**config.mk**
```make
export PLATFORM = sky130hd
export DESIGN_NAME = fp_ncomp_dispatch_flat
export DESIGN_NICKNAME = d
export VERILOG_FILES = /design/src/rtl/fp_ncomp_dispatch_if.sv /design/src/rtl/fp_ncomp_dispatch.sv /design/src/flat_wrapper.sv
export SDC_FILE = /design/constraint.sdc
export NUM_CORES = 1
export LEC_CHECK = 0
export ABC_AREA = 1
export ABC_CLOCK_PERIOD_IN_PS = 2350
export CORE_MARGIN = 10
export CORE_UTILIZATION = 30
export DETAILED_ROUTE_END_ITERATION = 16
export PLACE_DENSITY_LB_ADDON = 0.1
export SLEW_MARGIN = 20
export SYNTH_ARGS = -nofsm -noshare
export SYNTH_HDL_FRONTEND = slang
export SYNTH_SLANG_ARGS = --single-unit
```
**constraint.sdc**
```tcl
create_clock -name clk -period 2.35 [get_ports clk]
set_clock_uncertainty 0.15 [all_clocks]
set_input_delay 0.47 -clock clk [delete_from_list [all_inputs] [get_ports clk]]
set_output_delay 0.47 -clock clk [all_outputs]
set_load 0.01 [all_outputs]
```
**src/rtl/fp_ncomp_dispatch_if.sv**
```systemverilog
`default_nettype none
// ---------------------------------------------------------------------------
// fp_ncomp_dispatch_if : issue/core/retire handshake bundle for the dispatcher
// Revision: 1.0
// ---------------------------------------------------------------------------
interface fp_ncomp_dispatch_if #(
  parameter int LANES         = 1,
  parameter int TAGW          = 2,
  parameter int UUIDW         = 8,
  parameter int INST_FPU_BITS = 4,
  parameter int INST_FRM_BITS = 3
);
  logic                     req_valid;
  logic                     req_ready;
  logic [UUIDW-1:0]         req_uuid;
  logic [INST_FPU_BITS-1:0] req_op_type;
  logic [INST_FRM_BITS-1:0] req_frm;
  logic [LANES*32-1:0]      req_dataa;
  logic [LANES*32-1:0]      req_datab;

  logic                     core_valid_in;
  logic                     core_ready_in;
  logic [TAGW-1:0]          core_tag_in;
  logic [INST_FPU_BITS-1:0] core_op_type;
  logic [INST_FRM_BITS-1:0] core_frm;
  logic [LANES*32-1:0]      core_dataa;
  logic [LANES*32-1:0]      core_datab;

  logic                     core_valid_out;
  logic                     core_ready_out;
  logic [TAGW-1:0]          core_tag_out;
  logic [LANES*32-1:0]      core_result;
  logic                     core_has_fflags;
  logic [LANES*5-1:0]       core_fflags;

  logic                     rsp_valid;
  logic                     rsp_ready;
  logic [UUIDW-1:0]         rsp_uuid;
  logic [LANES*32-1:0]      rsp_result;
  logic                     rsp_has_fflags;
  logic [4:0]               rsp_fflags;
  logic                     tag_err;

  modport slave (
    input  req_valid, req_uuid, req_op_type, req_frm, req_dataa, req_datab,
    output req_ready,
    output core_valid_in, core_tag_in, core_op_type, core_frm, core_dataa, core_datab,
    input  core_ready_in,
    input  core_valid_out, core_tag_out, core_result, core_has_fflags, core_fflags,
    output core_ready_out,
    output rsp_valid, rsp_uuid, rsp_result, rsp_has_fflags, rsp_fflags, tag_err,
    input  rsp_ready
  );

  modport master (
    output req_valid, req_uuid, req_op_type, req_frm, req_dataa, req_datab,
    input  req_ready,
    input  core_valid_in, core_tag_in, core_op_type, core_frm, core_dataa, core_datab,
    output core_ready_in,
    output core_valid_out, core_tag_out, core_result, core_has_fflags, core_fflags,
    input  core_ready_out,
    input  rsp_valid, rsp_uuid, rsp_result, rsp_has_fflags, rsp_fflags, tag_err,
    output rsp_ready
  );
endinterface
`default_nettype wire

```
**src/rtl/fp_ncomp_dispatch.sv**
```systemverilog
`default_nettype none
// ---------------------------------------------------------------------------
// fp_ncomp_dispatch : tag-allocating requester for the FPU non-comp core,
//                     retiring out-of-order completions in program order
// Revision: 1.0
// ---------------------------------------------------------------------------
module fp_ncomp_dispatch #(
  parameter int LANES         = 1,
  parameter int TAGW          = 2,
  parameter int UUIDW         = 8,
  parameter int INST_FPU_BITS = 4,
  parameter int INST_FRM_BITS = 3
) (
  input  logic                 clk,
  input  logic                 reset,
  fp_ncomp_dispatch_if.slave   bus
);
  localparam int              DEPTH      = 1 << TAGW;
  localparam logic [TAGW:0]   FULL_COUNT = DEPTH[TAGW:0];

  logic [DEPTH-1:0]    pending;
  logic [DEPTH-1:0]    done;
  logic [DEPTH-1:0]    ent_has_fflags;
  logic [UUIDW-1:0]    ent_uuid   [DEPTH];
  logic [LANES*32-1:0] ent_result [DEPTH];
  logic [LANES*5-1:0]  ent_fflags [DEPTH];

  logic [TAGW-1:0]     head;
  logic [TAGW-1:0]     tail;
  logic [TAGW:0]       count;
  logic                tag_err_q;
  logic                ready_out_q;

  logic                full;
  logic                issue_fire;
  logic                retire_fire;
  logic                cpl_seen;
  logic                cpl_ok;
  logic [4:0]          lane_or;

  assign full        = (count == FULL_COUNT);
  assign issue_fire  = bus.req_valid & bus.core_ready_in & ~full;
  assign retire_fire = done[head] & bus.rsp_ready;
  assign cpl_seen    = bus.core_valid_out & ready_out_q;
  assign cpl_ok      = cpl_seen & pending[bus.core_tag_out] & ~done[bus.core_tag_out];

  // Issue path is a pure pass-through gated only by reorder-buffer space.
  assign bus.req_ready     = bus.core_ready_in & ~full;
  assign bus.core_valid_in = bus.req_valid & ~full;
  assign bus.core_tag_in   = tail;
  assign bus.core_op_type  = bus.req_op_type;
  assign bus.core_frm      = bus.req_frm;
  assign bus.core_dataa    = bus.req_dataa;
  assign bus.core_datab    = bus.req_datab;
  assign bus.core_ready_out = ready_out_q;

  // Retire, issue and completion always hit distinct entries, so their
  // writes to pending/done never conflict.
  always_ff @(posedge clk or negedge reset) begin
    if (!reset) begin
      pending     <= '0;
      done        <= '0;
      head        <= '0;
      tail        <= '0;
      count       <= '0;
      tag_err_q   <= 1'b0;
      ready_out_q <= 1'b0;
    end else begin
      ready_out_q <= 1'b1;
      if (retire_fire) begin
        pending[head] <= 1'b0;
        done[head]    <= 1'b0;
        head          <= head + 1'b1;
      end
      if (issue_fire) begin
        pending[tail] <= 1'b1;
        done[tail]    <= 1'b0;
        tail          <= tail + 1'b1;
      end
      if (cpl_ok) begin
        done[bus.core_tag_out] <= 1'b1;
      end
      if (cpl_seen && !cpl_ok) begin
        tag_err_q <= 1'b1;
      end
      case ({issue_fire, retire_fire})
        2'b10:   count <= count + 1'b1;
        2'b01:   count <= count - 1'b1;
        default: count <= count;
      endcase
    end
  end

  always_ff @(posedge clk) begin
    if (issue_fire) begin
      ent_uuid[tail] <= bus.req_uuid;
    end
    if (cpl_ok) begin
      ent_result[bus.core_tag_out]     <= bus.core_result;
      ent_has_fflags[bus.core_tag_out] <= bus.core_has_fflags;
      ent_fflags[bus.core_tag_out]     <= bus.core_fflags;
    end
  end

  always_comb begin
    lane_or = '0;
    for (int l = 0; l < LANES; l++) begin
      lane_or = lane_or | ent_fflags[head][l*5 +: 5];
    end
  end

  assign bus.rsp_valid      = done[head];
  assign bus.rsp_uuid       = ent_uuid[head];
  assign bus.rsp_result     = ent_result[head];
  assign bus.rsp_has_fflags = ent_has_fflags[head];
  assign bus.rsp_fflags     = ent_has_fflags[head] ? lane_or : 5'd0;
  assign bus.tag_err        = tag_err_q;

endmodule
`default_nettype wire
```
**src/flat_wrapper.sv**
```systemverilog
// flat-port wrapper written by rule: the top's interface ports become plain ports
module fp_ncomp_dispatch_flat 
#(
  parameter int LANES         = 1,
  parameter int TAGW          = 2,
  parameter int UUIDW         = 8,
  parameter int INST_FPU_BITS = 4,
  parameter int INST_FRM_BITS = 3
)
  (clk, reset, bus_req_valid, bus_req_uuid, bus_req_op_type, bus_req_frm, bus_req_dataa, bus_req_datab, bus_req_ready, bus_core_valid_in, bus_core_tag_in, bus_core_op_type, bus_core_frm, bus_core_dataa, bus_core_datab, bus_core_ready_in, bus_core_valid_out, bus_core_tag_out, bus_core_result, bus_core_has_fflags, bus_core_fflags, bus_core_ready_out, bus_rsp_valid, bus_rsp_uuid, bus_rsp_result, bus_rsp_has_fflags, bus_rsp_fflags, bus_tag_err, bus_rsp_ready);
  fp_ncomp_dispatch_if #(.LANES(LANES), .TAGW(TAGW), .UUIDW(UUIDW), .INST_FPU_BITS(INST_FPU_BITS), .INST_FRM_BITS(INST_FRM_BITS)) bus_i ();
  input  logic clk;
  input  logic reset;
  input wire logic [$bits(bus_i.req_valid)-1:0] bus_req_valid;
  input wire logic [$bits(bus_i.req_uuid)-1:0] bus_req_uuid;
  input wire logic [$bits(bus_i.req_op_type)-1:0] bus_req_op_type;
  input wire logic [$bits(bus_i.req_frm)-1:0] bus_req_frm;
  input wire logic [$bits(bus_i.req_dataa)-1:0] bus_req_dataa;
  input wire logic [$bits(bus_i.req_datab)-1:0] bus_req_datab;
  output wire logic [$bits(bus_i.req_ready)-1:0] bus_req_ready;
  output wire logic [$bits(bus_i.core_valid_in)-1:0] bus_core_valid_in;
  output wire logic [$bits(bus_i.core_tag_in)-1:0] bus_core_tag_in;
  output wire logic [$bits(bus_i.core_op_type)-1:0] bus_core_op_type;
  output wire logic [$bits(bus_i.core_frm)-1:0] bus_core_frm;
  output wire logic [$bits(bus_i.core_dataa)-1:0] bus_core_dataa;
  output wire logic [$bits(bus_i.core_datab)-1:0] bus_core_datab;
  input wire logic [$bits(bus_i.core_ready_in)-1:0] bus_core_ready_in;
  input wire logic [$bits(bus_i.core_valid_out)-1:0] bus_core_valid_out;
  input wire logic [$bits(bus_i.core_tag_out)-1:0] bus_core_tag_out;
  input wire logic [$bits(bus_i.core_result)-1:0] bus_core_result;
  input wire logic [$bits(bus_i.core_has_fflags)-1:0] bus_core_has_fflags;
  input wire logic [$bits(bus_i.core_fflags)-1:0] bus_core_fflags;
  output wire logic [$bits(bus_i.core_ready_out)-1:0] bus_core_ready_out;
  output wire logic [$bits(bus_i.rsp_valid)-1:0] bus_rsp_valid;
  output wire logic [$bits(bus_i.rsp_uuid)-1:0] bus_rsp_uuid;
  output wire logic [$bits(bus_i.rsp_result)-1:0] bus_rsp_result;
  output wire logic [$bits(bus_i.rsp_has_fflags)-1:0] bus_rsp_has_fflags;
  output wire logic [$bits(bus_i.rsp_fflags)-1:0] bus_rsp_fflags;
  output wire logic [$bits(bus_i.tag_err)-1:0] bus_tag_err;
  input wire logic [$bits(bus_i.rsp_ready)-1:0] bus_rsp_ready;
  assign bus_i.req_valid = bus_req_valid;
  assign bus_i.req_uuid = bus_req_uuid;
  assign bus_i.req_op_type = bus_req_op_type;
  assign bus_i.req_frm = bus_req_frm;
  assign bus_i.req_dataa = bus_req_dataa;
  assign bus_i.req_datab = bus_req_datab;
  assign bus_req_ready = bus_i.req_ready;
  assign bus_core_valid_in = bus_i.core_valid_in;
  assign bus_core_tag_in = bus_i.core_tag_in;
  assign bus_core_op_type = bus_i.core_op_type;
  assign bus_core_frm = bus_i.core_frm;
  assign bus_core_dataa = bus_i.core_dataa;
  assign bus_core_datab = bus_i.core_datab;
  assign bus_i.core_ready_in = bus_core_ready_in;
  assign bus_i.core_valid_out = bus_core_valid_out;
  assign bus_i.core_tag_out = bus_core_tag_out;
  assign bus_i.core_result = bus_core_result;
  assign bus_i.core_has_fflags = bus_core_has_fflags;
  assign bus_i.core_fflags = bus_core_fflags;
  assign bus_core_ready_out = bus_i.core_ready_out;
  assign bus_rsp_valid = bus_i.rsp_valid;
  assign bus_rsp_uuid = bus_i.rsp_uuid;
  assign bus_rsp_result = bus_i.rsp_result;
  assign bus_rsp_has_fflags = bus_i.rsp_has_fflags;
  assign bus_rsp_fflags = bus_i.rsp_fflags;
  assign bus_tag_err = bus_i.tag_err;
  assign bus_i.rsp_ready = bus_rsp_ready;
  fp_ncomp_dispatch #(.LANES(LANES), .TAGW(TAGW), .UUIDW(UUIDW), .INST_FPU_BITS(INST_FPU_BITS), .INST_FRM_BITS(INST_FRM_BITS)) u_core (.clk(clk), .reset(reset), .bus(bus_i));
endmodule
```
==> out/results.tsv <==
metric	value	unit
status	finished with violations	
violated checks	setup timing	
GPL Wtd Cong	0.776	
vias in the first global route	5736	
crit start category	flip-flop	
Arr. time, crit path	1880	ps
RSZ-0062 raised after global routing	true	
GRT overflow	0	
Critical Path RT	1730	ps
initial antenna violation count	0	
PwrDens	1220	nW/um^2
Post-Route WL	22300	um
Synth top area share	65.3	%
clock sinks	201	
Post-synth top cells	edfxtp_1, nor2_1, buf_4	
Pint	8.93	mW
ys async rst share	8.46	%
htree depth	1	
DIE WIDTH	188	um
Setup CP Type	reg2out	
full die area	35300	um^2
number of synthesized flops with an enable pin	184	
worst skew pair latency	500	ps
die height	188	um
standard-cell rows	61	
HP Class	in2async	
Critical Path End Type	output pin	
first-pass GRT wire length	33800	um
largest net degree at the start of global routing	27	
syn_area_per_cell	12.6	um^2
Ys Warns	0	
Clock transition at path regs	60	ps
Reg-to-Reg Start	u_core.head[0]	
Nets	903	
synth top area cells	edfxtp_1, buf_4, dfrtp_1	
Worst Path Buf+Inv	5	
Util after Layout	40.7	%
via count	5326	
period utilisation layout	106	%
ANT cells	0	
Total GRT Usage	12.0	%
post-synthesis cell type count	27	
Mapped Cells	669	
final hold violations	0	
sequential area share after synthesis	70.4	%
DR pass1 iterations	4	
synthesized net count	804	
area delta synth->final	33.6	%
combinational power share	45.5	%
Reg power frac	31.8	%
worst-path cell chain	inv_8 > buf_12 > buf_12 > buf_12 > nor2_2 > o22ai_2 > buf_2	
DR WL/cell	19.2	um
Worst path slowest cell	dfrtp_4	
Period minus WS final	2500	ps
DRT iter0 DRCs	275	
Setup WS post-layout	-146	ps
top-level I/O count	249	
CP delay by family, top	buffers and inverters	
P_leak	4.12	nW
Clk pwr share	22.7	%
core area	27800	um^2
worst vdd ir	506	uV
setup violators final	43	
Total Power	13.8	mW
largest fanout on the critical path	8	
total of max-cap violations	0	
DR DRC count	0	
Post-Syn Area	8460	um^2
Sw Ratio	35.1	%
achievable frequency	401	MHz
vias per cell	4.59	
Final Slew Violations	0	
CTS max path bufs	3	
CP dominant cell by count	buf_12	
#FFs+latches synth	201	
CTS Buf Count	23	
Root Buffer	clkbuf_16	
Sw Pwr	4.83	mW
Most used DFF post-synth	edfxtp_1	
Max stage delay on crit path	530	ps
count leader, synth	edfxtp_1	
Critical Path Start	u_core.head[0]	
starting density of the core	30.4	%
buffers added on ports	106	
Final ANT Viol Nets	0	
cell taking the most area after synthesis	edfxtp_1	
share of cells above drive strength 1	31.6	%
CTS tree	built	
dpl hpwl	14900	um
cells by family (layout without fill, tap and decap cells):
kind of cell | after synthesis | count (layout) | share of synthesized area, %
AND/OR/NAND/NOR | 174 | 174 | 8.38
AO/OA/AOI/OAI | 143 | 143 | 9.22
XOR/XNOR | 4 | 4 | 0.414
multiplexers | 1 | 1 | 0.133
other | 1 | 1 | 0.0443
flip-flops | 201 | 201 | 70.4
adder cells (fa/ha/maj) | 10 | 10 | 1.57
buffers and inverters | 135 | 248 | 9.87
power groups by stage:
stage / Sequential, mW / Clock (mW) / Combinational [mW]
after global routing: 4.40 / 3.37 / 6.83
after global placement: 4.42 / 0 / 5.06
after CTS: 4.36 / 3.24 / 5.69
after detailed placement: 4.42 / 0 / 5.07
after floorplan: 4.37 / 0 / 2.49
final: 4.37 / 3.13 / 6.25
layout by cell type (no fill, tap or decap), drive strengths merged, types with 4 or more instances in the layout:
cell / Yosys / final
o22ai: 46 / 46
nor2: 100 / 100
nand2: 52 / 52
buf: 87 / 115
clkdlybuf4s50: 0 / 57
inv: 32 / 28
ha: 9 / 9
clkinvlp: 0 / 6
clkbuf: 16 / 29
o21ai: 95 / 95
nand4: 4 / 4
clkinv: 0 / 11
dfrtp: 17 / 17
nand3: 16 / 16
edfxtp: 184 / 184
sequential cells by signal, indices dropped and copies added (netlist names):
name	count
u_core.bus.core_tag_in	2
u_core.bus.core_ready_out	1
u_core.done	4
u_core.ent_result	128
u_core.bus.tag_err	1
u_core.ent_fflags	20
u_core.ent_has_fflags	4
u_core.pending	4
u_core.ent_uuid	32
u_core.count	3
u_core.head	2
worst reg2reg max path: stages (launching register included):
cell and delay (ps):
dfrtp_4 530, inv_8 100, buf_12 140, buf_8 120, nand2_4 50, nand3_4 80, buf_6 110, nand3_4 80
inv_4 70, ha_4 150, fa_2 420, mux2_4 280
what timing repair did:
action                     CTS  global route
setup endpoints to repair   49            49
buffers inserted            12             4
pin swaps                   30            22
hold buffers                 0             0
gates cloned                 4             4
resized for setup          308            88
metal layers:
metal  GRT usage (%)  wire [um]  up-vias  part of all wire, %
li1                -          -     2498                    -
met2            19.1      10300      176                   46
met4            5.94        992        0                  4.5
met3            2.84       1460       78                  6.5
met5               0          0        -                    0
met1            14.9       9560     2574                   43
final cells by class:
class	count	area, um^2
timing repair buffer	177	1910
tap	378	473
fill	2659	16500
sequential	201	5960
clock inverter	13	61.3
inverter	32	148
clock buffer	26	587
multi-input combinational	333	2160
final timing paths:
path / end / slack (ps) / cells after the start
worst min register to register: u_core.bus.tag_err / 320 / 2
worst min-delay path: u_core.bus.core_ready_out / 150 / 2
max in group asynchronous: u_core.head[0] / 1680 / 2
worst max register to register: u_core.count[1] / -40 / 11
worst max-delay path: bus_rsp_result[19] / -150 / 7
min in group clk: u_core.bus.tag_err / 320 / 2
per-stage QoR:
stage          worst slack, ps  setup TNS (ps)  cells  hold WS (ps)  cell area, um^2
3_3_place_gp              -184          -26660   1101           307             9940
4_1_cts                   -185           -6210   1155           139            10900
2_1_floorplan              102               0    669          24.4             8470
6_report                  -146           -3550   1160           151            11300
5_1_grt                   -229           -7290   1160           153            11300
3_5_place_dp              -230          -33360   1101           317             9940
(Power assumes the default switching activity.)
